<file path="config.mk">
export PLATFORM = sky130hd
export DESIGN_NAME = multicycle_control_fsm
export DESIGN_NICKNAME = d
export VERILOG_FILES = /design/src/rtl/multicycle_control_fsm.sv
export SDC_FILE = /design/constraint.sdc
export NUM_CORES = 1
export LEC_CHECK = 0
export ABC_AREA = 1
export CAP_MARGIN = 30
export CORE_UTILIZATION = 45
export DETAILED_ROUTE_END_ITERATION = 6
export HOLD_SLACK_MARGIN = 0.06
export PLACE_DENSITY = 0.76
export SLEW_MARGIN = 10
export SYNTH_ARGS = -nofsm -noshare
export SYNTH_HDL_FRONTEND = slang
export SYNTH_SLANG_ARGS = --single-unit
</file>
<file path="constraint.sdc">
create_clock -name clk -period 3.1 [get_ports clk]
set_input_delay 0.93 -clock clk [delete_from_list [all_inputs] [get_ports clk]]
set_output_delay 0.93 -clock clk [all_outputs]
set_load 0.02 [all_outputs]
</file>
<file path="src/rtl/multicycle_control_fsm.sv">
// Multicycle CPU control FSM: opcode decode, IF/ID/EXE/MEM/WB sequencing and datapath
// control, with a variable-latency memory handshake guarded by a saturating timeout.
module multicycle_control_fsm #(
  parameter int unsigned WIDTH_OPCODE = 4,
  parameter int unsigned MEM_TIMEOUT  = 15,
  parameter int unsigned WIDTH_TMO    = 4
) (
  input  logic                    clk,
  input  logic                    reset,
  input  logic [WIDTH_OPCODE-1:0] opcode,
  input  logic                    zero,
  input  logic                    mem_ready,
  output logic                    IR_Write,
  output logic                    MemToReg,
  output logic                    Mem_Read_not_Write,
  output logic                    Mem_Select,
  output logic [1:0]              PC_Source,
  output logic                    pc_write_enable,
  output logic                    alu_src_a,
  output logic [1:0]              alu_src_b,
  output logic [1:0]              ALUop,
  output logic                    RegWrite,
  output logic                    halted,
  output logic                    error,
  output logic [3:0]              state_dbg
);

  typedef enum logic [3:0] {
    S_RESET     = 4'd0,
    S_IF        = 4'd1,
    S_ID        = 4'd2,
    S_R_EXE     = 4'd3,
    S_LR_ADDR   = 4'd4,
    S_SR_ADDR   = 4'd5,
    S_BRANCH    = 4'd6,
    S_JUMP      = 4'd7,
    S_HALT      = 4'd8,
    S_MEM_READ  = 4'd9,
    S_MEM_WB    = 4'd10,
    S_MEM_STORE = 4'd11,
    S_ALU_WB    = 4'd12,
    S_ERROR     = 4'd13
  } state_t;

  // Opcodes are zero-extended, so any set upper bit fails every match and decodes to ERROR.
  localparam logic [WIDTH_OPCODE-1:0] OP_NOP  = WIDTH_OPCODE'(0);
  localparam logic [WIDTH_OPCODE-1:0] OP_ADD  = WIDTH_OPCODE'(1);
  localparam logic [WIDTH_OPCODE-1:0] OP_ADDI = WIDTH_OPCODE'(2);
  localparam logic [WIDTH_OPCODE-1:0] OP_LR   = WIDTH_OPCODE'(3);
  localparam logic [WIDTH_OPCODE-1:0] OP_SR   = WIDTH_OPCODE'(4);
  localparam logic [WIDTH_OPCODE-1:0] OP_BNEQ = WIDTH_OPCODE'(5);
  localparam logic [WIDTH_OPCODE-1:0] OP_LI   = WIDTH_OPCODE'(6);
  localparam logic [WIDTH_OPCODE-1:0] OP_SUB  = WIDTH_OPCODE'(7);
  localparam logic [WIDTH_OPCODE-1:0] OP_BEQ  = WIDTH_OPCODE'(8);
  localparam logic [WIDTH_OPCODE-1:0] OP_JMP  = WIDTH_OPCODE'(9);
  localparam logic [WIDTH_OPCODE-1:0] OP_HALT = WIDTH_OPCODE'(15);

  localparam logic [1:0] PCS_ALU    = 2'd0;
  localparam logic [1:0] PCS_ALUBUF = 2'd1;
  localparam logic [1:0] PCS_JUMP   = 2'd2;
  localparam logic [1:0] PCS_RESET  = 2'd3;

  localparam logic [1:0] SRCB_RT  = 2'd0;
  localparam logic [1:0] SRCB_ONE = 2'd1;
  localparam logic [1:0] SRCB_IMM = 2'd2;

  localparam logic [1:0] ALUOP_ADD = 2'd0;
  localparam logic [1:0] ALUOP_SUB = 2'd1;

  localparam logic [WIDTH_TMO-1:0] TMO_LAST = WIDTH_TMO'(MEM_TIMEOUT - 1);
  localparam logic [WIDTH_TMO-1:0] TMO_MAX  = '1;

  state_t               state;
  state_t               state_next;
  logic [WIDTH_TMO-1:0] tmo_cnt;
  logic                 in_wait;
  logic                 tmo_expired;
  logic                 op_reg_form;
  logic                 op_sub;
  logic                 branch_taken;

  assign in_wait      = (state == S_IF) || (state == S_MEM_READ) || (state == S_MEM_STORE);
  assign tmo_expired  = (tmo_cnt == TMO_LAST) && !mem_ready;
  assign op_reg_form  = (opcode == OP_ADD) || (opcode == OP_SUB);
  assign op_sub       = (opcode == OP_SUB);
  assign branch_taken = ((opcode == OP_BNEQ) && !zero) || ((opcode == OP_BEQ) && zero);
  assign state_dbg    = state;

  // State register and wait-state timeout counter (cleared on every state change).
  always_ff @(posedge clk or posedge reset) begin
    if (reset) begin
      state   <= S_RESET;
      tmo_cnt <= '0;
    end else begin
      state <= state_next;
      if (state_next != state) begin
        tmo_cnt <= '0;
      end else if (in_wait && !mem_ready && (tmo_cnt != TMO_MAX)) begin
        tmo_cnt <= tmo_cnt + WIDTH_TMO'(1);
      end
    end
  end

  // Next-state decode and datapath controls.
  always_comb begin
    state_next         = state;
    IR_Write           = 1'b0;
    MemToReg           = 1'b0;
    Mem_Read_not_Write = 1'b1;
    Mem_Select         = 1'b0;
    PC_Source          = PCS_ALU;
    pc_write_enable    = 1'b0;
    alu_src_a          = 1'b0;
    alu_src_b          = SRCB_RT;
    ALUop              = ALUOP_ADD;
    RegWrite           = 1'b0;
    halted             = 1'b0;
    error              = 1'b0;

    case (state)
      S_RESET: begin
        PC_Source       = PCS_RESET;
        pc_write_enable = 1'b1;
        state_next      = S_IF;
      end
      S_IF: begin
        alu_src_b = SRCB_ONE;
        if (mem_ready) begin
          IR_Write        = 1'b1;
          pc_write_enable = 1'b1;
          state_next      = S_ID;
        end else if (tmo_expired) begin
          state_next = S_ERROR;
        end
      end
      S_ID: begin
        // Branch target is computed here into the ALU buffer.
        alu_src_b = SRCB_IMM;
        case (opcode)
          OP_NOP:                          state_next = S_IF;
          OP_ADD, OP_ADDI, OP_LI, OP_SUB:  state_next = S_R_EXE;
          OP_LR:                           state_next = S_LR_ADDR;
          OP_SR:                           state_next = S_SR_ADDR;
          OP_BNEQ, OP_BEQ:                 state_next = S_BRANCH;
          OP_JMP:                          state_next = S_JUMP;
          OP_HALT:                         state_next = S_HALT;
          default:                         state_next = S_ERROR;
        endcase
      end
      S_R_EXE: begin
        alu_src_a  = 1'b1;
        alu_src_b  = op_reg_form ? SRCB_RT : SRCB_IMM;
        ALUop      = op_sub ? ALUOP_SUB : ALUOP_ADD;
        state_next = S_ALU_WB;
      end
      S_ALU_WB: begin
        RegWrite   = 1'b1;
        state_next = S_IF;
      end
      S_LR_ADDR: begin
        alu_src_a  = 1'b1;
        alu_src_b  = SRCB_IMM;
        state_next = S_MEM_READ;
      end
      S_SR_ADDR: begin
        alu_src_a  = 1'b1;
        alu_src_b  = SRCB_IMM;
        state_next = S_MEM_STORE;
      end
      S_MEM_READ: begin
        Mem_Select = 1'b1;
        if (mem_ready) begin
          state_next = S_MEM_WB;
        end else if (tmo_expired) begin
          state_next = S_ERROR;
        end
      end
      S_MEM_WB: begin
        Mem_Select = 1'b1;
        RegWrite   = 1'b1;
        MemToReg   = 1'b1;
        state_next = S_IF;
      end
      S_MEM_STORE: begin
        Mem_Select         = 1'b1;
        Mem_Read_not_Write = 1'b0;
        if (mem_ready) begin
          state_next = S_IF;
        end else if (tmo_expired) begin
          state_next = S_ERROR;
        end
      end
      S_BRANCH: begin
        alu_src_a  = 1'b1;
        ALUop      = ALUOP_SUB;
        if (branch_taken) begin
          pc_write_enable = 1'b1;
          PC_Source       = PCS_ALUBUF;
        end
        state_next = S_IF;
      end
      S_JUMP: begin
        PC_Source       = PCS_JUMP;
        pc_write_enable = 1'b1;
        state_next      = S_IF;
      end
      S_HALT: begin
        halted = 1'b1;
      end
      S_ERROR: begin
        error = 1'b1;
      end
      default: begin
        state_next = S_RESET;
      end
    endcase
  end

endmodule

</file>
==> impl_metrics.env <==
export IMPL_status="finished clean"
export IMPL_p_leak_nw=0.694
export IMPL_busiest_layer="met2"
export IMPL_rsz_0062_raised_after_global_routing="false"
export IMPL_flow_area_growth_from_synthesis_pct=34.9
export IMPL_detail_route_vias_per_cell=4.93
export IMPL_p_int_uw=521
export IMPL_timing_final_setup_violations=0
export IMPL_ys_async_rst_share_pct=100
export IMPL_grt_met3_usage_pct=5.66
export IMPL_detail_route_wl_per_cell_um=10.6
export IMPL_post_synth_xor_area_fraction_pct=2.75
export IMPL_num_antenna_cells=0
export IMPL_synth_flop_cell="dfrtp_1"
export IMPL_cts_tree="done"
export IMPL_timing_clock_skew_ps=2.11
export IMPL_vias=1045
export IMPL_totalWireLength_um=2240
export IMPL_drtAntennaViolNets=0
export IMPL_gp_routability_congestion=0.897
export IMPL_yosys_register_bits=8
export IMPL_netlist_cell_type_count=30
export IMPL_grt_start_max_net_pins=10
export IMPL_die_width_um=48.1
export IMPL_synthSimpleGateAreaFrac_pct=47.1
export IMPL_layout_setup_ws_ps=136
export IMPL_pwr_share_clk_pct=6.6
export IMPL_top_level_ports=27
export IMPL_fraction_of_power_consumed_by_combinational_cells_pct=75.9
export IMPL_placeableCoreArea_um2=1980
export IMPL_initial_utilization_pct=48.2
export IMPL_root_buffer="clkbuf_4"
export IMPL_drc_errors=0
export IMPL_power_frac_seq_pct=17.5
export IMPL_chipHeight_um=48.1
export IMPL_clk_transition_reported_paths_ps=50
export IMPL_cts_repair_timing_setup_buffer_count=0
export IMPL_synth_top_cell_area_share_pct=21.0
export IMPL_initial_antenna_violation_count=0
export IMPL_globalRouteOverflowTotal=0
export IMPL_via_count_of_the_first_global_routing_pass=872
export IMPL_timing_max_transition_violations_final=0
export IMPL_regToRegStartpoint="state_dbg[1]$_DFF_PP0_"
export IMPL_synth_edf_count=0
export IMPL_netlist_area_um2=955
export IMPL_synth_sequential_area_ratio_pct=21.0
export IMPL_startpoint="opcode[0]"
export IMPL_power_density_nw_per_um2=883
export IMPL_cts_htree_levels=1
export IMPL_placement_setup_worst_slack_ps=-613
export IMPL_detailedPlacementHpwl_um=1960
export IMPL_cts_buffers=3
export IMPL_main_combinational_cell_family_by_area_after_synthesis="simple AND/OR/NAND/NOR gates"
export IMPL_final_hold_violation_count=0
export IMPL_cp_data_arrival_time_ps=2030
export IMPL_synth_warning_count=0
export IMPL_ir_drop_worst_case_vdd_mv=0.504
export IMPL_final_layout_size_suffix_gt1_share_pct=23.2
export IMPL_yosys_mux_area_fraction_pct=0
export IMPL_gate_count_of_the_mapped_netlist=154
export IMPL_track_usage_pct=21.6
export IMPL_yosysTopAreaCell="dfrtp_1"
export IMPL_first_iter_violations=17
export IMPL_grt_pass1_wl_um=3480
export IMPL_hold_path_startpoint="tmo_cnt[3]$_DFFE_PP0P_"
export IMPL_placement_rows=16
export IMPL_postSynthAreaPerCell_um2=6.20
export IMPL_synth_area_leaders="dfrtp_1 (21%), nand2_1 (15%), nand3_1 (8.9%), ha_1 (7.9%), inv_1 (7.1%)"
export IMPL_grt_util_met2_pct=39.2
export IMPL_worst_skew_pair_late_latency_ps=250
export IMPL_synth_net_count=168
export IMPL_cp_data_required_time_ps=2170
export IMPL_grtUsageMet1_pct=27.1
export IMPL_start_kind="primary input"
export IMPL_fin_tns_setup_ps=0
export IMPL_hold_buffers=0
export IMPL_clock_tree_buffer_depth=2
export IMPL_maxCapViolations=0
export IMPL_min_period_over_period_pct=95.6
export IMPL_worstSetupPathType="in -> out"
export IMPL_swShare_pct=54.1
export IMPL_num_nets_final=201
export IMPL_holdCritPathClass="reg -> reg"
export IMPL_port_buffers=25
export IMPL_timing_fmax_mhz=337
export IMPL_synth_compound_gate_area_share_pct=7.99
export IMPL_drt_pass1_iter_count=4
export IMPL_total_die_area_um2=2310
export IMPL_sw_power_uw=615
export IMPL_cts_sinks=8
export IMPL_critPathCaptureType="output port"
export IMPL_layout_min_cycle_time_ps=2960
export IMPL_critical_path_peak_fanout=3
export IMPL_post_synth_adder_cell_area_pct=7.86
==> cell usage in the layout (no fill, tap or decap), types with 2 or more instances in the layout <==
cell type,n
nand2_2,5
nand2_4,2
xor2_1,2
buf_2,2
nor2_1,16
nor3_1,3
clkdlybuf4s50_1,16
nand3_1,17
nand4_1,2
dlymetal6s2s_1,3
o21ai_1,3
dfrtp_1,8
inv_1,18
inv_2,6
buf_4,7
o21ai_0,3
ha_1,5
clkbuf_4,3
nor2_2,8
nand2_1,38
==> cell families after synthesis <==
logic type,Yosys count
and+or+nand+nor,95
other,1
adders and majority gates,6
xor gates and xnor gates,3
DFF,8
AOI/OAI and AO/OA,12
buffers and inverters,29
==> power by group through the flow <==
stage / clock network [mW] / logic, mW / registers [mW]
final: 0.0750 / 0.863 / 0.199
after global routing: 0.0865 / 0.948 / 0.204
after CTS: 0.0779 / 0.861 / 0.199
after detailed placement: 0 / 0.878 / 0.200
after global placement: 0 / 0.873 / 0.199
after floorplan: 0 / 0.591 / 0.198
==> registers in the layout (all words and copies together) (netlist names) <==
name / flops
state_dbg: 4
tmo_cnt: 4
==> area by class of cell <==
cell class	count	area, um2
inverters	25	96.3
multi-input cells	117	638
repair buffers	32	297
fillers	175	694
clock buffers	3	22.5
flip-flops and latches	8	200
well taps	27	33.8
==> worst max-delay path: stages <==
cell           delay [ps]
dlygate4sd2_1         260
ha_1                  210
inv_1                 100
nor2_2                 50
o311ai_1              260
buf_2                 220
==> Yosys cell counts, types with 4 or more instances <==
cell and instances:
dfrtp_1 8, ha_1 6, inv_1 18, inv_2 6
nand2_1 39, nand2_2 4, nand3_1 17, nor2_1 17
nor2_2 7
==> per-layer routing <==
layer	up-vias	routed length [um]
li1	550	-
met1	472	1010
met2	23	1150
met3	0	75
met4	0	0
met5	-	0
==> metrics by stage <==
stage | power (mW) | util [%] | area [um2] | cells | hold slack, ps
after detailed placement | 1.08 | 63.8 | 1260 | 209 | 612
after global placement | 1.07 | 63.8 | 1260 | 209 | 582
after CTS | 1.14 | 64.6 | 1280 | 212 | 621
final | 1.14 | 65.0 | 1290 | 212 | 618
after floorplan | 0.789 | - | 955 | 154 | 559
after global routing | 1.24 | 65.0 | 1290 | 212 | 649
==> final timing paths <==
check	cells past startpoint	slack, ps	endpoint
max in group asynchronous	2	1950	tmo_cnt[2]$_DFFE_PP0P_
min in group asynchronous	2	920	tmo_cnt[1]$_DFFE_PP0P_
worst min-delay path	2	620	tmo_cnt[3]$_DFFE_PP0P_
worst max-delay path	6	140	alu_src_b[1]
worst max register to register	11	1350	tmo_cnt[3]$_DFFE_PP0P_
worst min register to register	2	620	tmo_cnt[3]$_DFFE_PP0P_
==> what timing repair did <==
action | in CTS | in global routing
pin swaps | 2 | 2
endpoints found under the setup margin | 4 | 5
gates resized for setup | 23 | 6
(Power assumes the default switching activity.)
